**src/rtl/cla_seq_pkg.sv**
```systemverilog
// Shared definitions for the CLA operand sequencer: sequencer state encoding
// and default operand/beat widths.
// No ports; imported by cla_operand_sequencer.
package cla_seq_pkg;

   localparam int DEFAULT_N       = 64;
   localparam int DEFAULT_CHUNK_W = 8;

   typedef enum logic [1:0] {
      LOAD_A = 2'd0,
      LOAD_B = 2'd1,
      ADD    = 2'd2,
      HOLD   = 2'd3
   } seq_state_t;

endpackage

```
**src/rtl/nbit_CLA_full_adder.sv**
```systemverilog
// Purpose: combinational N-bit carry-lookahead adder, sum = a + b + cin.
// Latency: purely combinational. Backpressure: none (no handshake).
// Ports: a, b (N bits) operands; cin carry-in; sum (N+1 bits), sum[N] = carry-out.
module nbit_CLA_full_adder #(
   parameter int N = 64
) (
   input  logic [N-1:0] a,
   input  logic [N-1:0] b,
   input  logic         cin,
   output logic [N:0]   sum
);

   logic [N-1:0] p0;   // bitwise propagate, also the half-sum
   logic [N-1:0] g;    // group generate over [0..i], carry-in folded into bit 0
   logic [N-1:0] p;    // group propagate over the current prefix span

   assign p0 = a ^ b;

   always_comb begin
      g    = a & b;
      p    = p0;
      g[0] = g[0] | (p0[0] & cin);
      // Kogge-Stone prefix: walk i downwards so g[i-d]/p[i-d] still hold the
      // previous level's values when bit i is combined.
      for (int d = 1; d < N; d = d * 2) begin
         for (int i = N - 1; i >= d; i--) begin
            g[i] = g[i] | (p[i] & g[i-d]);
            p[i] = p[i] & p[i-d];
         end
      end
   end

   always_comb begin
      sum    = '0;
      sum[0] = p0[0] ^ cin;
      for (int i = 1; i < N; i++) begin
         sum[i] = p0[i] ^ g[i-1];
      end
      sum[N] = g[N-1];
   end

endmodule

```
**src/rtl/cla_operand_sequencer.sv**
```systemverilog
// Purpose: assembles N-bit A then B from CHUNK_W-bit beats (LSB chunk first),
//   adds them with one CLA and presents the registered N+1-bit sum.
// Latency: result valid on the second edge after the last B beat is accepted;
//   one result per 2*N/CHUNK_W+2 cycles when unstalled.
// Backpressure: in_ready low while adding/holding; result held until out_ready.
// Ports: clk, rst (async, active high); in_valid/in_ready/in_data operand
//   stream; out_valid/out_ready/out_sum result stream (out_sum[N] = carry).
module cla_operand_sequencer
   import cla_seq_pkg::*;
#(
   parameter int N       = DEFAULT_N,
   parameter int CHUNK_W = DEFAULT_CHUNK_W
) (
   input  logic               clk,
   input  logic               rst,
   input  logic               in_valid,
   output logic               in_ready,
   input  logic [CHUNK_W-1:0] in_data,
   output logic               out_valid,
   input  logic               out_ready,
   output logic [N:0]         out_sum
);

   localparam int NCHUNK = N / CHUNK_W;
   localparam int CNT_W  = (NCHUNK > 1) ? $clog2(NCHUNK) : 1;
   localparam logic [CNT_W-1:0] LAST_K = CNT_W'(NCHUNK - 1);

   seq_state_t       state;
   seq_state_t       state_nxt;
   logic [CNT_W-1:0] k;
   logic [N-1:0]     a_reg;
   logic [N-1:0]     b_reg;
   logic [N:0]       adder_sum;
   logic             load_st;
   logic             beat;
   logic             last_beat;

   assign beat      = in_valid && in_ready;
   assign last_beat = (k == LAST_K);

   always_ff @(posedge clk or posedge rst) begin
      if (rst) begin
         state <= LOAD_A;
      end else begin
         state <= state_nxt;
      end
   end

   always_comb begin
      state_nxt = state;
      load_st   = 1'b0;
      unique case (state)
         LOAD_A: begin
            load_st = 1'b1;
            if (beat && last_beat) state_nxt = LOAD_B;
         end
         LOAD_B: begin
            load_st = 1'b1;
            if (beat && last_beat) state_nxt = ADD;
         end
         ADD: begin
            state_nxt = HOLD;
         end
         HOLD: begin
            if (out_valid && out_ready) state_nxt = LOAD_A;
         end
         default: begin
            state_nxt = LOAD_A;
         end
      endcase
   end

   // Gated by rst so the stream closes the moment reset asserts.
   assign in_ready = load_st && !rst;

   always_ff @(posedge clk or posedge rst) begin
      if (rst) begin
         k         <= '0;
         a_reg     <= '0;
         b_reg     <= '0;
         out_sum   <= '0;
         out_valid <= 1'b0;
      end else begin
         if (beat) begin
            for (int i = 0; i < NCHUNK; i++) begin
               if (k == CNT_W'(i)) begin
                  if (state == LOAD_A) a_reg[i*CHUNK_W +: CHUNK_W] <= in_data;
                  else                 b_reg[i*CHUNK_W +: CHUNK_W] <= in_data;
               end
            end
            k <= last_beat ? '0 : k + CNT_W'(1);
         end
         if (state == ADD) begin
            out_sum   <= adder_sum;
            out_valid <= 1'b1;
         end else if (state == HOLD && out_ready) begin
            out_valid <= 1'b0;
         end
      end
   end

   nbit_CLA_full_adder #(
      .N(N)
   ) u_adder (
      .a   (a_reg),
      .b   (b_reg),
      .cin (1'b0),
      .sum (adder_sum)
   );

endmodule

```
**config.mk**
```make
export PLATFORM = sky130hd
export DESIGN_NAME = cla_operand_sequencer
export DESIGN_NICKNAME = d
export VERILOG_FILES = /design/src/rtl/cla_seq_pkg.sv /design/src/rtl/nbit_CLA_full_adder.sv /design/src/rtl/cla_operand_sequencer.sv
export SDC_FILE = /design/constraint.sdc
export NUM_CORES = 1
export LEC_CHECK = 0
export ABC_AREA = 1
export BUFFER_PORTS_ARGS = -buffer_cell sky130_fd_sc_hd__buf_4
export CORE_MARGIN = 2
export CORE_UTILIZATION = 50
export CTS_CLUSTER_SIZE = 24
export DETAILED_ROUTE_END_ITERATION = 8
export GPL_TIMING_DRIVEN = 0
export HOLD_SLACK_MARGIN = 0.05
export PLACE_DENSITY = 0.69
export SLEW_MARGIN = 20
export SYNTH_ARGS = -nofsm -noshare
export SYNTH_HDL_FRONTEND = slang
export SYNTH_SLANG_ARGS = --single-unit
export TNS_END_PERCENT = 50
```
**constraint.sdc**
```tcl
create_clock -name clk -period 15.3 [get_ports clk]
set_input_delay 1.53 -clock clk [delete_from_list [all_inputs] [get_ports clk]]
set_output_delay 1.53 -clock clk [all_outputs]
set_load 0.01 [all_outputs]
```
==> impl_metrics.ini <==
[outcome]
run_status = complete, no violations

[finish]
finish.instance_area_mm2 = 0.0151
number_of_fill_cells_in_the_layout = 2582
most_common_cell_after_layout_fill_and_taps_aside = sky130_fd_sc_hd__nand2_1
multi_input_area_mm2 = 0.00697
total_inserted_antenna_cells = 0
largest_register_ff_count = 65
final_layout_size_suffix_gt1_frac = 0.0958
finalNetCount = 2172
layout.area.seq_mm2 = 0.00498
finish.utilization = 0.578
area.growth.synth_to_final_pct = 12.8
most-common-layout-cells = sky130_fd_sc_hd__nand2_1, sky130_fd_sc_hd__inv_1, sky130_fd_sc_hd__dfrtp_1, sky130_fd_sc_hd__nor2_1, sky130_fd_sc_hd__a21oi_1

[detailed_routing]
vias_per_inst = 5.17
via_count = 12600
first_iter_violations = 1115
post_drt_wl_per_cell_um = 17.3
antenna_violating_nets_post_route = 0
drc = 0
wl_mm = 42.1
dr.pass1.iters = 6

[yosys]
synth.yosys.seq_area_share = 0.371
synthesized_flop_and_latch_total = 199
dominantRegCellSynth = sky130_fd_sc_hd__dfrtp_1
synth-async-reset-ratio = 1.00
syn-cell-area_mm2 = 0.0134
synthesis.nets = 2073
yosysWarnings = 0
synth.lib_cells_used.distinct = 40
number_of_synthesized_flops_with_an_enable_pin = 0
postSynthCellCount = 1986
synth_area_per_cell_um2 = 6.76

[timing]
max-slew-margin-rel = 0.457
fmax_mhz = 288
timing_hold_violations_final = 0
fin_setup_tns_ps = 0
layout_setup_ws_ps = 11830
timing.final.max_slew_violations = 0
timing_worst_slew_pin_value_ps = 814
period_minus_slack_ps = 3470
min_period_over_period = 0.227
setup_repair_after_global_routing_missed_its_margin = false
finClkSkew_ps = 21.5
timing.final.setup_violations = 0

[worst_setup_path]
critPathRequiredTime_ps = 13770
timing.critical_path.fanout_max = 2
r2r_start = a_reg[0]$_DFFE_PP0P_
worstSetupEndpointType = output pin
arrival_ps = 1940
path_class = input pin to output pin
cp-start-kind = input pin
worstSetupStartpoint = rst
timing.reg2reg.worst_path_depth = 12

[global_route]
antenna_found_initial = 0
grt.met2_usage = 0.457
largest_net_degree_at_the_start_of_global_routing = 91
grt.overflow.total = 0
wire_length_of_the_first_global_routing_pass_mm = 66.0
grt-busiest-layer = met1
via_count_of_the_first_global_routing_pass = 11700
grtUsageMet3 = 0.0381
global_route.usage.total = 0.307
grtUsageMet1 = 0.469

[power]
clockPowerShare = 0.164
seq_power_share = 0.292
power.ir.vdd_worst_v = 0.0000977
p_sw_mw = 1.55
areal_power_density_over_the_cells_mw_per_mm2 = 206
cellInternalPower_mw = 1.57
power.total_mw = 3.12
leakage_nw = 8.56
switching_share = 0.496
combinationalPowerShare = 0.544

[clock_network]
clk_latency_ps = 470
tritoncts = yes
cts_post_setup_buffers_inserted = 0
number_of_buffers_between_clock_root_and_the_deepest_sink = 2
cts.htree.levels = 4
worst_setup_hold_path_clk_slew_ps = 90
cts.sinks = 199
cts_root_buf = sky130_fd_sc_hd__clkbuf_16
post_cts.resized_instances = 0
cts.hold.buffers_added = 0
cts_made_buffers = 17

[floorplanning]
die_y_um = 168
floorplan.core_area_mm2 = 0.0262
floorplan.die_area_mm2 = 0.0282
die_w_um = 168
initial_utilization = 0.513
design.portCount = 79
core.rowCount = 59

[placed_design]
gpl.final_weighted_congestion = 0.964
detailed_place_hpwl_mm = 33.5
dp_worst_setup_slack_ps = 11830
io_buffer_count = 78
postPlaceCellArea_mm2 = 0.0145

[run]
timing.max_cap.violations = 0

[hold_path]
worstHoldPathType = register to register
worstHoldStart = out_sum[62]$_DFFE_PP0P_
min_delay_path_depth = 2
## cells by family (layout without fill, tap and decap cells)
family | after synthesis | after routing | share of synthesized area
adders and majority gates | 75 | 75 | 0.0704
buffers and inverters | 373 | 485 | 0.110
and+or+nand+nor | 1096 | 1096 | 0.349
AOI/OAI and AO/OA | 216 | 216 | 0.0815
DFF | 199 | 199 | 0.371
xor gates and xnor gates | 27 | 27 | 0.0176
## power by group through the flow
stage | Clock (mW) | Combinational, mW | Sequential (mW)
2_1_floorplan | 0 | 1.08 | 0.895
3_3_place_gp | 0 | 1.63 | 0.907
3_5_place_dp | 0 | 1.66 | 0.914
4_1_cts | 0.514 | 1.67 | 0.905
5_1_grt | 0.535 | 1.88 | 0.933
6_report | 0.512 | 1.70 | 0.911
## stage by stage
step	hold slack, ps	cells
global route	505	2433
finish	483	2433
global placement	455	2399
CTS	490	2433
floorplan	459	1986
detailed placement	467	2401
## layer usage
layer / share of wire / routed length, um
met1: 0.50 / 21000
met2: 0.42 / 17500
met3: 0.061 / 2580
met4: 0.024 / 998
met5: 0 / 0
## critical path, stage by stage
cell and delay [ps]:
sky130_fd_sc_hd__buf_4 140, sky130_fd_sc_hd__nor2_4 130, sky130_fd_sc_hd__buf_4 130
## synth_stat cells, drive strengths merged (3+ instances only)
library cell | n | share of area
nand2 | 771 | 0.22
inv | 333 | 0.093
dfrtp | 199 | 0.37
nor2 | 190 | 0.063
a21oi | 109 | 0.041
o21ai | 103 | 0.038
nand3 | 93 | 0.043
ha | 74 | 0.069
xnor2 | 25 | 0.016
buf | 20 | 0.012
clkbuf | 19 | 0.0053
nor3 | 14 | 0.0076
nand4 | 12 | 0.0056
nand3b | 9 | 0.0050
and2 | 3 | 0.0014
## worst paths after layout
kind / endpoint / slack [ps]
max: in_ready / 11830
min: out_sum[62]$_DFFE_PP0P_ / 480
max reg2reg: out_sum[60]$_DFFE_PP0P_ / 12810
min reg2reg: out_sum[62]$_DFFE_PP0P_ / 480
max in group asynchronous: out_sum[30]$_DFFE_PP0P_ / 13550
min in group asynchronous: a_reg[51]$_DFFE_PP0P_ / 1020
## area by class of cell
class / instances / area share
flip-flops and latches: 199 / 0.329
clock buffers: 17 / 0.0281
multi-input cells: 1414 / 0.460
repair buffers: 80 / 0.0423
plain buffers: 39 / 0.0151
inverters: 334 / 0.0834
clock inverters: 15 / 0.0146
well taps: 335 / 0.0277
Power figures use the tool's default switching activity.
